**config.mk**
```make
export PLATFORM = sky130hd
export DESIGN_NAME = fifo_wr_packer
export DESIGN_NICKNAME = d
export VERILOG_FILES = /design/src/rtl/fifo_wr_pkg.sv /design/src/rtl/sat_counter.sv /design/src/rtl/fifo_wr_packer.sv
export SDC_FILE = /design/constraint.sdc
export NUM_CORES = 1
export LEC_CHECK = 0
export ABC_CLOCK_PERIOD_IN_PS = 4100
export BUFFER_PORTS_ARGS = -buffer_cell sky130_fd_sc_hd__buf_2
export CORE_ASPECT_RATIO = 0.8
export CORE_MARGIN = 3
export CORE_UTILIZATION = 47
export DETAILED_ROUTE_END_ITERATION = 16
export PLACE_DENSITY = 0.82
export SYNTH_ARGS = -nofsm -noshare
export SYNTH_HDL_FRONTEND = slang
export SYNTH_SLANG_ARGS = --single-unit
```
**constraint.sdc**
```tcl
create_clock -name CLK -period 4.1 [get_ports CLK]
set_input_delay 0.615 -clock CLK [delete_from_list [all_inputs] [get_ports CLK]]
set_output_delay 0.615 -clock CLK [all_outputs]
set_load 0.05 [all_outputs]
```
**src/rtl/fifo_wr_pkg.sv**
```systemverilog
// Shared definitions for the FIFO write-side packer.
//   state_e            : FSM state encoding (IDLE / SEND_LO / SEND_HI)
//   DEFAULT_DATA_WIDTH : default FIFO word width
//   ERR_CNT_W          : width of the optional rejected-request counter
package fifo_wr_pkg;

  typedef enum logic [1:0] {
    IDLE    = 2'b00,
    SEND_LO = 2'b01,
    SEND_HI = 2'b10
  } state_e;

  localparam int DEFAULT_DATA_WIDTH = 8;
  localparam int ERR_CNT_W          = 8;

endpackage

```
**src/rtl/sat_counter.sv**
```systemverilog
// Saturating up-counter: increments on each clock edge where inc_i is high,
// sticks at all-ones, and clears only on the asynchronous reset.
//   clk_i : clock
//   rst_i : asynchronous active-high reset
//   inc_i : increment request
//   cnt_o : current count
module sat_counter #(
  parameter int W = 8
) (
  input  logic         clk_i,
  input  logic         rst_i,
  input  logic         inc_i,
  output logic [W-1:0] cnt_o
);

  logic [W-1:0] cnt_q;
  logic [W-1:0] cnt_d;

  always_comb begin
    cnt_d = cnt_q;
    if (inc_i && (cnt_q != {W{1'b1}})) begin
      cnt_d = cnt_q + {{(W-1){1'b0}}, 1'b1};
    end
  end

  always_ff @(posedge clk_i or posedge rst_i) begin
    if (rst_i) begin
      cnt_q <= '0;
    end else begin
      cnt_q <= cnt_d;
    end
  end

  assign cnt_o = cnt_q;

endmodule

```
**src/rtl/fifo_wr_packer.sv**
```systemverilog
// Write-domain producer feeding the async FIFO write-pointer stage. Takes one
// 1- or 2-byte request per transaction and writes it to the FIFO one byte at a
// time, low byte first, only while FULL is low.
//
// Ports:
//   CLK      : write-domain clock (rising edge)
//   RST      : asynchronous active-high reset
//   In_Data  : request payload, low byte in [DATA_WIDTH-1:0]
//   In_Wide  : 1 = two-byte request, 0 = low byte only
//   In_Valid : request strobe
//   In_Ready : request can be accepted this cycle
//   FULL     : FIFO full flag (same domain)
//   WR_DATA  : byte presented to the FIFO memory
//   Winc     : FIFO write enable, combinational from FULL
//   Busy     : transaction in progress
//   Err_Cnt  : saturating count of requests presented while busy
//              (only when FIFO_WR_PACKER_ERR_CNT_EN is defined)
//
// Optional feature macro: FIFO_WR_PACKER_ERR_CNT_EN
//
// state   | meaning
// --------+--------------------------------------------------
// IDLE    | ready for a request, no write pending
// SEND_LO | presenting captured low byte, write when !FULL
// SEND_HI | presenting captured high byte, write when !FULL
module fifo_wr_packer
  import fifo_wr_pkg::*;
#(
  parameter int DATA_WIDTH = DEFAULT_DATA_WIDTH
) (
  input  logic                    CLK,
  input  logic                    RST,
  input  logic [2*DATA_WIDTH-1:0] In_Data,
  input  logic                    In_Wide,
  input  logic                    In_Valid,
  output logic                    In_Ready,
  input  logic                    FULL,
  output logic [DATA_WIDTH-1:0]   WR_DATA,
  output logic                    Winc,
  output logic                    Busy
`ifdef FIFO_WR_PACKER_ERR_CNT_EN
  ,
  output logic [ERR_CNT_W-1:0]    Err_Cnt
`endif
);

  state_e                  state_q, state_d;
  logic [2*DATA_WIDTH-1:0] data_q, data_d;
  logic                    wide_q, wide_d;

  always_comb begin
    state_d = state_q;
    data_d  = data_q;
    wide_d  = wide_q;
    Winc    = 1'b0;
    WR_DATA = '0;
    case (state_q)
      IDLE: begin
        if (In_Valid) begin
          data_d  = In_Data;
          wide_d  = In_Wide;
          state_d = SEND_LO;
        end
      end
      SEND_LO: begin
        WR_DATA = data_q[DATA_WIDTH-1:0];
        if (!FULL) begin
          Winc    = 1'b1;
          state_d = wide_q ? SEND_HI : IDLE;
        end
      end
      SEND_HI: begin
        WR_DATA = data_q[2*DATA_WIDTH-1:DATA_WIDTH];
        if (!FULL) begin
          Winc    = 1'b1;
          state_d = IDLE;
        end
      end
      default: begin
        state_d = IDLE;
      end
    endcase
  end

  always_ff @(posedge CLK or posedge RST) begin
    if (RST) begin
      state_q <= IDLE;
      data_q  <= '0;
      wide_q  <= 1'b0;
    end else begin
      state_q <= state_d;
      data_q  <= data_d;
      wide_q  <= wide_d;
    end
  end

  assign In_Ready = (state_q == IDLE);
  assign Busy     = ~In_Ready;

`ifdef FIFO_WR_PACKER_ERR_CNT_EN
  logic err_inc;

  // A request strobed while not ready is dropped; count it for debug.
  assign err_inc = In_Valid && !In_Ready;

  sat_counter #(
    .W(ERR_CNT_W)
  ) u_err_cnt (
    .clk_i(CLK),
    .rst_i(RST),
    .inc_i(err_inc),
    .cnt_o(Err_Cnt)
  );
`endif

endmodule

```
==> results.md <==
* Area leader, netlist: dfrtp_1
* Post-route minimum period at 2370 ps
* First-pass GRT wire length at 2960 microns
* Multi-input logic area at 450 sq um
* Final period util at 57.9%
* Setup TNS at 0 ps
* Core area at 1910 sq um
* Clock Path Buffers at 2
* Drt via density at 5.15
* Fmax achieved at 421 MHz
* Worst hold path class: input port to asynchronous set/reset pin
* Post-synth top area share at 49.0%
* Syn_area_per_cell at 13.5 sq um
* Routability cong. at 0.751
* Initial DRC Count at 15
* Crit-path max FO at 10
* Crit-path slowest cell: dfrtp_1
* DP Wirelength at 1360 microns
* Largest net degree at the start of global routing at 20
* Starting density of the core at 50.9%
* CP Capture Type: output port
* RR Endpoint: state_q[0]
* H-tree depth at 1
* Worst Slack Setup Final at 1730 ps
* Pre-antenna DRT Iters at 3
* Max-slew headroom at 52.3%
* Post-synth net total at 97
* DR DRC count at 0
* Flops & latches, synth at 19
* Layout cells sized above 1 at 51.0%
* Setup violators final at 0
* Arrival @ worst endpoint at 1760 ps
* Synth Instances at 72
* Via count at 659
* Die height at 46.7 microns
* Die area at 2650 sq um
* Routed Antenna Nets at 0
* List of most frequent post-synthesis cells: dfrtp_1, mux2_4, nor2b_1, a22oi_1, mux2_2
* Area delta synth->final at 18.7%
* Aggregate global-route resource usage at 15.5%
* Clk Latency, worst-skew pair at 290 ps
* Row cnt at 14
* Synth Warn # at 0
* CTS Buf Count at 3
* Filler instances at 167
* CP startpoint kind: flip-flop
* Top FF cell, synth: dfrtp_1
* Initial antenna violation count at 0
* Async SR Flop Fraction at 100%
* Crit path cell chain: inv_1 -> ha_1 -> a22oi_1 -> nor2b_1 -> buf_2
* Worst EP required at 3480 ps
* Dpl ws at 2050 ps
* Worst Skew at 3.98 ps
* Yosys cell types at 14
* Die W at 56.8 microns
* # Max-Cap Violations at 0
* Hold Buf Count CTS at 0
* Resize count post-CTS at 0
* Leading cell type by number of instances after synthesis: dfrtp_1
* Crit-path max cell delay at 420 ps
* Fin nets at 130
* Antenna fix cells at 0
* Setup Buffers After CTS at 0
* Clock slew at reported path FFs at 100 ps
* Sequential fraction of the synthesis area at 49.0%
* Slew @ Worst Pin at 715 ps
* Final hold viol count at 0
* Reg2Reg Setup Slack at 2450 ps
* Cell Area, Synth at 971 sq um
* Io pins at 32
* Post-synth EDFFs at 0
* Status: finished, final reports clean
* Total global routing overflow at 0
* Worst r2r src: state_q[1]
* Leading post-synthesis cells by cell area: dfrtp_1, mux2_4, mux2_2
* Avg WL per Cell at 14.4 microns
* R2R depth at 5
* Root Buffer: clkbuf_4
* Reg area at 475 sq um
* TritonCTS clock tree: yes
* WS Path Type: flip-flop to output port
* Detailed Route WL at 1840 microns
* Vias in the first global route at 651
* RSZ-0062 raised after global routing: no
* Clock sink count at 19
* Max Slew Vio Count at 0
* IO buf count at 31
==> sequential cells by signal (all words and copies together) (netlist names) <==
| name | flops |
|---|---|
| data_q | 16 |
| wide_q | 1 |
| state_q | 2 |
==> metrics by stage <==
step | instances | hold slack, ps | instance area (sq um) | utilization [%]
final | 128 | 421 | 1150 | 60.4
after global placement | 124 | 488 | 1130 | 59.0
after floorplan | 72 | 476 | 971 | -
after global routing | 128 | 456 | 1150 | 60.4
after CTS | 128 | 443 | 1150 | 60.4
after detailed placement | 124 | 496 | 1130 | 59.0
==> logic make-up (layout without fill, tap and decap cells) <==
kind of cell,Yosys count,in the layout,share of synthesized area (%)
DFF,19,19,49.0
buffers and inverters,7,39,4.64
adders and majority gates,4,4,5.15
AOI/OAI and AO/OA,11,11,7.99
muxes,18,18,24.7
and+or+nand+nor,13,13,8.50
==> layout make-up <==
type | instances | area share, %
multi-input cells | 46 | 39.1
flip-flops and latches | 19 | 41.3
repair buffers | 31 | 13.5
well taps | 24 | 2.61
clock buffers | 4 | 2.28
inverters | 4 | 1.30
==> critical path: cells and delay by family (launching register included) <==
| kind | cells | cell delay [ps] |
|---|---|---|
| AO/OA/AOI/OAI | 1 | 120 |
| adder cells (fa/ha/maj) | 1 | 390 |
| flip-flops | 1 | 420 |
| buffers and inverters | 2 | 400 |
| AND/OR/NAND/NOR | 1 | 140 |
==> worst max-delay path by stage <==
stage,from,endpoint,slack [ps],cells after the start
final,state_q[1],WR_DATA[4],1730,5
after CTS,state_q[1],WR_DATA[6],1700,5
after detailed placement,state_q[0],WR_DATA[7],2050,5
after global routing,state_q[0],WR_DATA[4],1540,5
after global placement,state_q[1],WR_DATA[4],2120,5
after floorplan,state_q[0],WR_DATA[1],1970,5
==> layer usage <==
layer	up-vias	wire (microns)	global-route usage [%]
met3	0	168	5.88
li1	313	-	-
met4	0	0	2.78
met2	28	852	25.6
met1	318	818	19.9
met5	-	0	0
==> cell usage in the layout (no fill, tap or decap), drive strengths merged <==
cell type	n
buf	31
dfrtp	19
mux2	18
nor2b	10
a22oi	8
inv	4
ha	4
clkbuf	4
o21ai	2
nand2	2
nor3	1
a21o	1
Power is not shown: default switching activity piles up to over one toggle a cycle in this logic, so the estimate is an artifact.
